[src/rtl/i2c_cmd_sched.sv]
// Schedules host commands and settled reverb-parameter refreshes onto one valid/ready DSP core bus.
// Commands win over parameters; optional bus_ready wait limit under `CMD_TIMEOUT_EN.
module i2c_cmd_sched #(
  parameter int N_CORES     = 4,
  parameter int REVERB_CORE = 0,
  parameter int SETTLE_CYC  = 64,
  parameter int TIMEOUT_CYC = 1024
) (
  input  logic         mclk,
  input  logic         reset,
  input  logic [255:0] i2c_mem,
  output logic         bus_valid,
  input  logic         bus_ready,
  output logic [3:0]   bus_core,
  output logic [2:0]   bus_op,
  output logic [15:0]  bus_addr,
  output logic [15:0]  bus_data,
  output logic         busy,
  output logic         cmd_done,
  output logic         cmd_err,
  output logic [7:0]   cmd_count
);

  localparam int SW = $clog2(SETTLE_CYC + 1);

  typedef enum logic [1:0] {IDLE, CMD_ISSUE, PARAM_ISSUE} state_t;

  state_t           state, state_nxt;
  logic             last_toggle, last_toggle_nxt;
  logic [3:0][15:0] shadow, shadow_nxt;
  logic [1:0]       pidx, pidx_nxt;
  logic             valid_nxt, done_nxt, err_nxt;
  logic [3:0]       core_nxt;
  logic [2:0]       op_nxt;
  logic [15:0]      addr_nxt, data_nxt;
  logic [7:0]       count_nxt;

  logic [7:0]       byte0;
  logic [95:0]      cfg, cfg_prev;
  logic [SW-1:0]    settle_cnt;
  logic             cfg_stable, settled, pending, cmd_bad;
  logic [3:0][15:0] live_param;
  logic             elig_any;
  logic [1:0]       elig_idx;
  logic             wait_expired;
  logic             unused_mem;

  assign byte0      = i2c_mem[7:0];
  assign cfg        = i2c_mem[103:8];
  assign unused_mem = ^i2c_mem[255:104];
  assign cfg_stable = (cfg == cfg_prev);
  // The cycle a byte changes counts as unsettled even before the counter clears.
  assign settled    = cfg_stable && (settle_cnt == SW'(SETTLE_CYC));
  assign pending    = (byte0[7] != last_toggle);
  assign cmd_bad    = (byte0[6:5] == 2'b11) || (32'(byte0[3:0]) >= N_CORES);
  assign busy       = pending || (state == CMD_ISSUE);

  always_comb begin
    for (int k = 0; k < 4; k++) begin
      live_param[k] = {i2c_mem[8*(5+2*k) +: 8], i2c_mem[8*(6+2*k) +: 8]};
    end
  end

  always_comb begin
    elig_any = 1'b0;
    elig_idx = 2'd0;
    for (int k = 3; k >= 0; k--) begin
      if (settled && (live_param[k] != shadow[k])) begin
        elig_any = 1'b1;
        elig_idx = 2'(k);
      end
    end
  end

`ifdef CMD_TIMEOUT_EN
  localparam int TW = $clog2(TIMEOUT_CYC);
  logic [TW-1:0] wait_cnt;

  always_ff @(posedge mclk) begin
    if (reset || state == IDLE) wait_cnt <= '0;
    else                        wait_cnt <= wait_cnt + 1'b1;
  end

  assign wait_expired = (wait_cnt == TW'(TIMEOUT_CYC - 1));
`else
  assign wait_expired = 1'b0;
`endif

  always_comb begin
    state_nxt       = state;
    last_toggle_nxt = last_toggle;
    shadow_nxt      = shadow;
    pidx_nxt        = pidx;
    valid_nxt       = bus_valid;
    core_nxt        = bus_core;
    op_nxt          = bus_op;
    addr_nxt        = bus_addr;
    data_nxt        = bus_data;
    done_nxt        = 1'b0;
    err_nxt         = 1'b0;
    count_nxt       = cmd_count;
    case (state)
      IDLE: begin
        if (pending) begin
          last_toggle_nxt = byte0[7];
          if (cmd_bad) begin
            err_nxt = 1'b1;
          end else if (byte0[6:4] == 3'd0) begin
            done_nxt  = 1'b1;
            count_nxt = cmd_count + 8'd1;
          end else begin
            valid_nxt = 1'b1;
            core_nxt  = byte0[3:0];
            op_nxt    = byte0[6:4];
            addr_nxt  = {i2c_mem[15:8], i2c_mem[23:16]};
            data_nxt  = {i2c_mem[31:24], i2c_mem[39:32]};
            state_nxt = CMD_ISSUE;
          end
        end else if (elig_any) begin
          valid_nxt = 1'b1;
          core_nxt  = 4'(REVERB_CORE);
          op_nxt    = 3'd7;
          addr_nxt  = {14'd0, elig_idx};
          data_nxt  = live_param[elig_idx];
          pidx_nxt  = elig_idx;
          state_nxt = PARAM_ISSUE;
        end
      end
      CMD_ISSUE: begin
        if (bus_ready) begin
          valid_nxt = 1'b0;
          done_nxt  = 1'b1;
          count_nxt = cmd_count + 8'd1;
          state_nxt = IDLE;
        end else if (wait_expired) begin
          valid_nxt = 1'b0;
          err_nxt   = 1'b1;
          state_nxt = IDLE;
        end
      end
      PARAM_ISSUE: begin
        // The snapshot is recorded either way so a timed-out value is not retried.
        if (bus_ready || wait_expired) begin
          valid_nxt        = 1'b0;
          err_nxt          = !bus_ready;
          shadow_nxt[pidx] = bus_data;
          state_nxt        = IDLE;
        end
      end
      default: begin
        valid_nxt = 1'b0;
        state_nxt = IDLE;
      end
    endcase
  end

  always_ff @(posedge mclk) begin
    if (reset) begin
      state       <= IDLE;
      last_toggle <= 1'b0;
      shadow      <= '0;
      pidx        <= 2'd0;
      bus_valid   <= 1'b0;
      bus_core    <= 4'd0;
      bus_op      <= 3'd0;
      bus_addr    <= 16'd0;
      bus_data    <= 16'd0;
      cmd_done    <= 1'b0;
      cmd_err     <= 1'b0;
      cmd_count   <= 8'd0;
      cfg_prev    <= cfg;
      settle_cnt  <= '0;
    end else begin
      state       <= state_nxt;
      last_toggle <= last_toggle_nxt;
      shadow      <= shadow_nxt;
      pidx        <= pidx_nxt;
      bus_valid   <= valid_nxt;
      bus_core    <= core_nxt;
      bus_op      <= op_nxt;
      bus_addr    <= addr_nxt;
      bus_data    <= data_nxt;
      cmd_done    <= done_nxt;
      cmd_err     <= err_nxt;
      cmd_count   <= count_nxt;
      cfg_prev    <= cfg;
      if (!cfg_stable)                          settle_cnt <= '0;
      else if (settle_cnt != SW'(SETTLE_CYC))   settle_cnt <= settle_cnt + 1'b1;
    end
  end

endmodule

[config.mk]
export PLATFORM = sky130hd
export DESIGN_NAME = i2c_cmd_sched
export DESIGN_NICKNAME = d
export VERILOG_FILES = /design/src/rtl/i2c_cmd_sched.sv
export SDC_FILE = /design/constraint.sdc
export NUM_CORES = 1
export LEC_CHECK = 0
export ABC_AREA = 1
export BUFFER_PORTS_ARGS = -buffer_cell sky130_fd_sc_hd__buf_2
export CAP_MARGIN = 15
export CORE_ASPECT_RATIO = 0.75
export CORE_MARGIN = 4
export CORE_UTILIZATION = 50
export DETAILED_ROUTE_END_ITERATION = 7
export PLACE_DENSITY = 0.78
export SYNTH_ARGS = -nofsm -noshare
export SYNTH_HDL_FRONTEND = slang
export SYNTH_SLANG_ARGS = --single-unit
[constraint.sdc]
create_clock -name mclk -period 4.7 [get_ports mclk]
set_clock_uncertainty 0.05 [all_clocks]
set_input_delay 0.94 -clock mclk [delete_from_list [all_inputs] [get_ports mclk]]
set_output_delay 0.94 -clock mclk [all_outputs]
set_load 0.02 [all_outputs]
# ---- Yosys cells after proc, flatten, opt, wreduce, memory -nomap -nowiden
# Cells that the tools add are included.
dict set report op_classes {
  mux 55
  n_bitwise 2
  n_lt_le_gt_ge 4
  n_reduce_logical 21
  n_eq_ne 21
  n_addsub 2
}
# operator count
set ops {}
lappend ops {{2-to-1 mux 16 bit} 10}
lappend ops {{== test 96 bit} 1}
lappend ops {{bitwise mux 64 bit} 1}
lappend ops {{!= test 16 bit} 4}
lappend ops {{binary-select mux 16 bit (select 2 bit)} 1}
lappend ops {{demux 16 bit (select 2 bit)} 1}
lappend ops {{2-to-1 mux 8 bit} 4}
lappend ops {{2-to-1 mux 2 bit} 9}
lappend ops {{2-to-1 mux 1 bit} 16}
lappend ops {{2-to-1 mux 4 bit} 4}
lappend ops {{case mux 8 bit (2 select lines)} 1}
lappend ops {{2-to-1 mux 3 bit} 4}
lappend ops {{!= test 2 bit (second input constant)} 6}
lappend ops {{!= test 3 bit (second input constant)} 3}
lappend ops {{adder 8 x 1 -> 8 bit (second input constant)} 1}
lappend ops {{AND reduction 4 bit} 2}
lappend ops {{adder 7 x 1 -> 7 bit (second input constant)} 1}
lappend ops {{== test 7 bit (second input constant)} 1}
lappend ops {{!= test 7 bit (second input constant)} 1}
lappend ops {{logical AND 1 bit} 6}
lappend ops {{less-than comparator 2 x 3 -> 1 bit (second input constant)} 2}
lappend ops {{case mux 1 bit (2 select lines)} 3}
lappend ops {{AND reduction 5 bit} 1}
lappend ops {{== test 2 bit (second input constant)} 2}
lappend ops {{15 further kinds} 20}
dict set report totals {
  output_inout_bits 51
  reg_bits 222
  input_bits 259
}

# ---- Longest topological paths before layout
# Gate-level depths: netlist of the first run.
dict set report depth {
  depth_word 11
  ltp_mapped 17
  mapped_depth_nobuf 16
}

# ---- Least setup slack after synthesis of the first run
# No wires, ideal clock.
dict set report synth_timing {
  path_type {input -> output}
  start {input port i2c_mem[7]}
  end {output port busy}
  slack_ps 2010
  n_path_buf 0
  t_arrival_ps 1700
  t_required_ps 3710
  cell_stages 4
  path_cell_list {or2_2 > nand2_1 > inv_1 > or2_2}
}
dict set report synth_via {
  elab_chain_len 2
}
# element line_no
set synth_rtl {}
lappend synth_rtl {{from (decl)} 11} ;# input logic [255:0] i2c_mem,
lappend synth_rtl {{!= test 1 bit} 54} ;# assign pending = (byte0[7] != last_toggle);
lappend synth_rtl {{logical OR 1 bit} 56} ;# assign busy = pending || (state == CMD_ISSUE);
lappend synth_rtl {{to (decl)} 18} ;# output logic busy,
# Every way passes these cells.

# ---- Worst setup path after layout of the first run
dict set report layout_timing {
  start {input port i2c_mem[43]}
  end {register bus_data[1]}
}
dict set report layout_via {
  elab_chain_len 11
  elab_cells_between_ends 21
  classes_between {2 x eq/ne; 12 x mux; 7 x reduce/logical}
}
# element line_no
set layout_rtl {}
lappend layout_rtl {{== test 96 bit} 51} ;# assign cfg_stable = (cfg == cfg_prev);
lappend layout_rtl {{logical AND 1 bit} 53} ;# assign settled = cfg_stable && (settle_cnt == SW'(SETTLE_CYC));
lappend layout_rtl {{logical AND 1 bit} 68} ;# if (settled && (live_param[k] != shadow[k])) begin
lappend layout_rtl {{2-to-1 mux 2 bit (4 in series)} 68}
lappend layout_rtl {{binary-select mux 16 bit (select 2 bit)} 124} ;# data_nxt = live_param[elig_idx];
lappend layout_rtl {{2-to-1 mux 16 bit (not written as such)} 124}
lappend layout_rtl {{2-to-1 mux 16 bit} 119} ;# end else if (elig_any) begin
lappend layout_rtl {{2-to-1 mux 16 bit} 104} ;# if (pending) begin
lappend layout_rtl {{to (signal assigned)} 182} ;# bus_data <= data_nxt;
lappend layout_rtl {{to (decl)} 17} ;# output logic [15:0] bus_data,
# Several ways; a longest one is shown, not always the timed one. The select of a mux whose other input is x is not followed.
# A chain may end at the register's enable or synchronous reset.

==> results.toml, run 1 <==
[clocking]
cts_buffers = 22
cts_buffer_depth = 3
ctsResizeCount = 0
root_buffer = "clkbuf_16"
cts_tree = "yes"
postCtsSetupRepairBufs = 0
clock_latency_ns = 0.50
clkTransAtPathRegs_ns = 0.06
cts.sinks = 222
cts_hold_buf = 0
htree_levels = 1

[grt]
grt_busiest_layer = "met2"
grt_max_degree = 57
use_met2_pct = 37.0
grt_usage_pct = 24.5
grt_pass1_wl_mm = 43.5
grt_use_met1_pct = 33.9
use_met3_pct = 6.42
grt_overflow = 0
antenna_found_initial = 6
first_global_vias = 8510

[timing]
grt_setup_unrepaired = "false"
layout_setup_ws_ns = 1.60
timing.fmax_mhz = 322
finalSetupTns_ns = 0
setup_viol = 0
slew-limit-headroom_pct = 42.5
worst_pin_slew_ns = 0.861
period_needed_ns = 3.10
hold_violations = 0
period_share_pct = 66.0
maxSlewViolCount = 0

[placed_design]
place_inst = 1771
hpwl_mm = 20.4
gp_congestion = 0.929
io_buffers = 157
dp_slack_ns = 1.19

[setup_path]
required_ns = 5.03
r2r_end = "bus_data[1]"
worstSetupPathType = "primary input to flip-flop"
start_kind = "primary input"
worstSetupEndpointType = "flip-flop"
rrSetupSlack_ns = 1.86
worst_r2r_path_depth = 13
crit_fanout = 34
max_stage_delay_ns = 0.50
r2r-start = "cfg_prev[26]"
slowest_stage = "nand2_2"
timing.critical_path.mode_cell = "nand2_1"
crit_family = "simple AND/OR/NAND/NOR gates"
cp_num_buf_inv = 2
crit_cells = 16
arrival_ns = 3.44
crit_chain = "buf_2 -> inv_2 -> nand2_1 -> nand2_1 -> nor2_1 -> nand2_1 -> nor2_1 -> nand2_1 -> nor2_1 -> nand3_2 -> nor2_8 -> nand2_2 -> nand2_1 -> nand3_1 -> nand3_1 -> a21oi_1"

[yosys]
synth_edf_count = 0
synth-compound-area-share_pct = 10.2
synth_seq_cells = 222
yosys.area_share.adder_pct = 0.758
synth_top_family_by_area = "simple AND/OR/NAND/NOR gates"
ys_types = 32
synth.cell_area_sq_mm = 0.00991
synth_flop_cell = "dfxtp_1"
avgSynthCellArea_sq_um = 7.08
syn_inst = 1400
async_flop_share_pct = 0
synthMuxAreaShare_pct = 0
synth-simple-area-share_pct = 27.9
synth-seq-area-share_pct = 44.9
yosysWarnings = 0
synth_fp_nets = 1665
synthXorXnorAreaFrac_pct = 7.60

[routing]
drt_iter0_drc = 883
wl_per_cell_um = 15.3
dr.pass1.iters = 5
route.vias.total = 9196
wl_mm = 27.7
drt.antenna.violating_nets = 0
drcViolationCount = 0
viasPerCell = 5.08

[power]
cellPowerDensity_mw_per_mm2 = 386
power_leakage_nw = 5.78
ir_worst_vdd_v = 0.000258

[die]
core-area_sq_mm = 0.0194
dieArea_sq_mm = 0.0222
ios = 310
initial_core_util_pct = 51.0
dieWidth_um = 171
rows = 44
chipHeight_um = 130

[hold_path]
holdPathStages = 2
hold_path_end = "bus_core[3]"
worst_hold_startpoint = "bus_core[3]"
hold_path_class = "flip-flop to flip-flop"

[status]
status = "completed"

[finish]
final_nets = 1808
areaGrowthSynthToFinish_pct = 16.7
drive_gt1_share_pct = 15.0
instances_no_fill = 1810
final_util_pct = 59.5

[job]
maxCapViolCount = 0
==> layer usage <==
| layer | vias up | wire length, um |
|---|---|---|
| li1 | 4657 | - |
| met1 | 4130 | 12400 |
| met2 | 347 | 11600 |
| met3 | 58 | 2690 |
| met4 | 4 | 1010 |
| met5 | - | 23 |
==> worst max path at each step <==
stage | startpoint | end | slack [ns]
after floorplan | i2c_mem[7] | busy | 2.01
after global placement | i2c_mem[43] | bus_data[0] | 1.24
after detailed placement | i2c_mem[42] | bus_data[0] | 1.19
after CTS | i2c_mem[7] | busy | 1.62
after global routing | i2c_mem[78] | bus_data[2] | 1.48
final | i2c_mem[43] | bus_data[1] | 1.60
==> cells in the mapped netlist, types with 3 or more instances <==
cell | n | area share, %
clkbuf_1 | 29 | 1.1
inv_2 | 15 | 0.57
ha_1 | 6 | 0.76
xor2_1 | 48 | 4.2
nor3_1 | 17 | 0.86
buf_2 | 15 | 0.76
nand4_1 | 8 | 0.51
buf_6 | 3 | 0.34
nand2_1 | 349 | 13
nor3b_1 | 3 | 0.23
or2_2 | 3 | 0.19
o21ai_0 | 77 | 3.9
a21oi_1 | 116 | 5.9
inv_1 | 156 | 5.9
xnor2_1 | 38 | 3.4
nand3_1 | 91 | 4.6
nand2_2 | 4 | 0.25
dfxtp_1 | 222 | 45
nor2_1 | 185 | 7.0
==> worst register-to-register path, cell delays in order, from the launching register on <==
cell	delay (ns)
dfxtp_1	0.30
xor2_1	0.21
nor2_1	0.12
nand2_1	0.06
nor2_1	0.21
nand2_1	0.09
nor2_1	0.15
nand3_2	0.16
nor2_8	0.23
nand2_2	0.50
nand2_1	0.21
nand3_1	0.20
nand3_1	0.16
a21oi_1	0.07
==> placed cells by master, fill, tap and decap left out, types with 2 or more instances in the layout <==
master | Yosys | layout
clkinv_2 | 0 | 4
nor3b_1 | 3 | 3
a21oi_1 | 116 | 115
dfxtp_1 | 222 | 222
xnor2_1 | 38 | 38
inv_2 | 15 | 16
nand4_1 | 8 | 8
nand2_1 | 349 | 349
diode_2 | 0 | 3
clkbuf_8 | 0 | 5
nand3_1 | 91 | 91
o21bai_1 | 2 | 2
nand3_2 | 2 | 2
or2_2 | 3 | 3
clkbuf_1 | 29 | 3
nor3_2 | 0 | 4
inv_1 | 156 | 155
buf_2 | 15 | 157
o21ai_0 | 77 | 77
ha_1 | 6 | 6
clkbuf_16 | 0 | 23
buf_4 | 0 | 9
nor3_1 | 17 | 13
nor2_1 | 185 | 185
xor2_1 | 48 | 48
nand2_2 | 4 | 4
==> sequential cells by signal, indices dropped and copies added, names as in the netlist <==
register and cells:
pidx 2, bus_valid 1, settle_cnt 7, last_toggle 1, bus_core 4, bus_addr 16, cmd_done 1, cmd_err 1
shadow 64, bus_op 3, bus_data 16, cmd_count 8, state 2, cfg_prev 96
==> where the power goes <==
| part | total (mW) | switching, mW | internal (mW) | leakage (nW) |
|---|---|---|---|---|
| Clock | 1.67 | 0.703 | 0.962 | 0.339 |
| Combinational | 0.739 | 0.498 | 0.241 | 3.61 |
| Sequential | 2.06 | 0.0624 | 2.00 | 1.83 |
| Total | 4.46 | 1.26 | 3.20 | 5.78 |
==> stage by stage <==
stage / hold WS [ns] / total power, mW / area [sq um]
floorplan: 0.389 / 2.56 / 9910
global placement: 0.374 / 2.80 / 10900
detailed placement: 0.379 / 2.82 / 10900
CTS: 0.389 / 4.48 / 11600
global route: 0.420 / 4.65 / 11600
finish: 0.386 / 4.46 / 11600
==> kinds of logic (layout without fill, tap and decap cells) <==
kind of cell,count (synthesis),count (layout)
xor+xnor,86,86
fa+ha+maj,6,6
other cells,0,3
buf+inv,218,372
compound gates,198,198
simple gates,670,670
flops,222,222
==> area by class of cell <==
type | instances | area, sq um
fill | 1784 | 7870
multi-input combinational | 960 | 4630
sequential | 222 | 4440
timing repair buffer | 166 | 853
clock buffer | 31 | 656
inverter | 171 | 642
tap | 253 | 317
clock inverter | 4 | 20.0
antenna | 3 | 7.51
No activity file was read; power rests on OpenSTA's default activity.
==> inputs of run 2 (changes only) <==
clock period = 3.21 ns   (was 4.7 ns; I/O delays follow)
==> results.toml, run 2 (same netlist as run 1, synthesis figures left out) <==
[finish]
layout_commonest_cell = "nand2_1"
areaGrowthSynthToFinish_pct = 18.6
top_regs = "cfg_prev x96, shadow x64"
final_nets = 1820
largest_register_ffs = 96
drive_gt1_share_pct = 15.7
top_register = "cfg_prev"
final_util_pct = 60.5
layout_common_cells = "nand2_1 (349), dfxtp_1 (222), nor2_1 (185)"

[setup_path]
max_stage_delay_ns = 0.37
crit_fanout = 14
r2r-start = "cfg_prev[40]"
worstSetupPathType = "flip-flop to flip-flop"
worst_r2r_path_depth = 15
timing.critical_path.mode_cell = "nand2_1"
crit_chain = "inv_1 -> nand2_1 -> nand2_1 -> nor2_1 -> nand2_1 -> nor2_1 -> nand2_1 -> nor2_1 -> nand3_2 -> nor2_8 -> nand2_2 -> nor2_4 -> nand3_1 -> nand3_1 -> a21oi_1"
start_kind = "flip-flop"
worstSetupEndpointType = "flip-flop"
r2r_end = "bus_data[1]"
arrival_ns = 3.01
required_ns = 3.55
slowest_stage = "nor2_4"
rrSetupSlack_ns = 0.54

[status]
status = "completed"

[timing]
layout_setup_ws_ns = 0.545
grt_setup_unrepaired = "false"
maxSlewViolCount = 0
period_share_pct = 83.0
period_needed_ns = 2.67
setup_viol = 0
hold_violations = 0
whs_ns = 0.220
slew-limit-headroom_pct = 57.9
timing.fmax_mhz = 375
worst_pin_slew_ns = 0.631
finalSetupTns_ns = 0

[power]
intPower_mw = 4.82
cellPowerDensity_mw_per_mm2 = 571
power_switching_mw = 1.89
clkPwrFrac_pct = 38.5
seqPwrFrac_pct = 45.0
power_leakage_nw = 5.88
p_comb_share_pct = 16.5
swShare_pct = 28.1
design_power_total_mw = 6.71
ir_worst_vdd_v = 0.000348

[routing]
wl_mm = 28.4
dr.pass1.iters = 6
route.vias.total = 9437
viasPerCell = 5.17
drt_iter0_drc = 864
drt.antenna.violating_nets = 0
wl_per_cell_um = 15.6
drcViolationCount = 0

[placed_design]
io_buffers = 157
gp_congestion = 0.938
hpwl_mm = 21.0
dp_slack_ns = 0.159

[die]
core-area_sq_mm = 0.0194
ios = 310
chipHeight_um = 130
initial_core_util_pct = 51.0
dieArea_sq_mm = 0.0222
rows = 44
dieWidth_um = 171

[hold_path]
holdPathStages = 1
hold_path_end = "cfg_prev[24]"
hold_path_class = "primary input to flip-flop"
worst_hold_startpoint = "i2c_mem[32]"

[grt]
antenna_found_initial = 8
first_global_vias = 8765
grt_max_degree = 59
grt_pass1_wl_mm = 45.0
grt_overflow = 0
grt_usage_pct = 25.3

[clocking]
cts_hold_buf = 0
root_buffer = "clkbuf_16"
htree_levels = 1
cts_buffers = 22
cts_buffer_depth = 3
cts_tree = "yes"
clock_latency_ns = 0.50
postCtsSetupRepairBufs = 0
clkTransAtPathRegs_ns = 0.06
cts.sinks = 222
ctsResizeCount = 0

[job]
maxCapViolCount = 0
==> run 2: changes by cell type in the layout (fill, tap and decap cells not counted), sizes merged <==
cell / delta
bufinv: +1
clkbuf: +4
buf: +12
==> run 2: layer usage <==
| layer | GRT usage [%] | routed length (um) |
|---|---|---|
| met5 | 0 | 55 |
| met4 | 10.0 | 1140 |
| met3 | 6.72 | 2770 |
| met2 | 38.9 | 12200 |
| met1 | 34.3 | 12300 |
==> run 2: worst max-delay path by stage <==
stage | start | endpoint | slack (ns)
floorplan | i2c_mem[26] | bus_op[0] | 1.01
global placement | i2c_mem[6] | bus_op[1] | 0.18
detailed placement | i2c_mem[6] | bus_op[1] | 0.16
CTS | state[0] | bus_op[1] | 0.41
global route | cfg_prev[40] | bus_data[3] | 0.37
finish | cfg_prev[40] | bus_data[1] | 0.54
==> run 2: power by group through the flow <==
stage | clock (mW) | combinational (mW) | sequential (mW)
after floorplan | 0 | 0.625 | 3.12
after global placement | 0 | 1.05 | 3.07
after detailed placement | 0 | 1.08 | 3.08
after CTS | 2.62 | 1.09 | 3.01
after global routing | 2.74 | 1.23 | 3.03
final | 2.58 | 1.10 | 3.02
==> run 2: critical path: cells and delay by family, from the launching register on <==
family / cells / cell delay [ns]
simple gates: 13 / 2.01
compound gates: 1 / 0.08
buf+inv: 1 / 0.07
flops: 1 / 0.35
==> run 2: through the flow <==
step	cell area, sq um	instances
after global routing	11800	1827
final	11800	1827
after detailed placement	11000	1783
after CTS	11700	1823
after global placement	11000	1783
after floorplan	9910	1400
==> run 2: cell type report <==
class | instances | area, sq um
Inverter | 171 | 642
Multi-Input combinational cell | 960 | 4630
Timing Repair Buffer | 178 | 981
Fill cell | 1705 | 7680
Clock buffer | 35 | 681
Sequential cell | 222 | 4440
Tap cell | 253 | 317
Clock inverter | 5 | 50.0
Antenna cell | 3 | 7.51
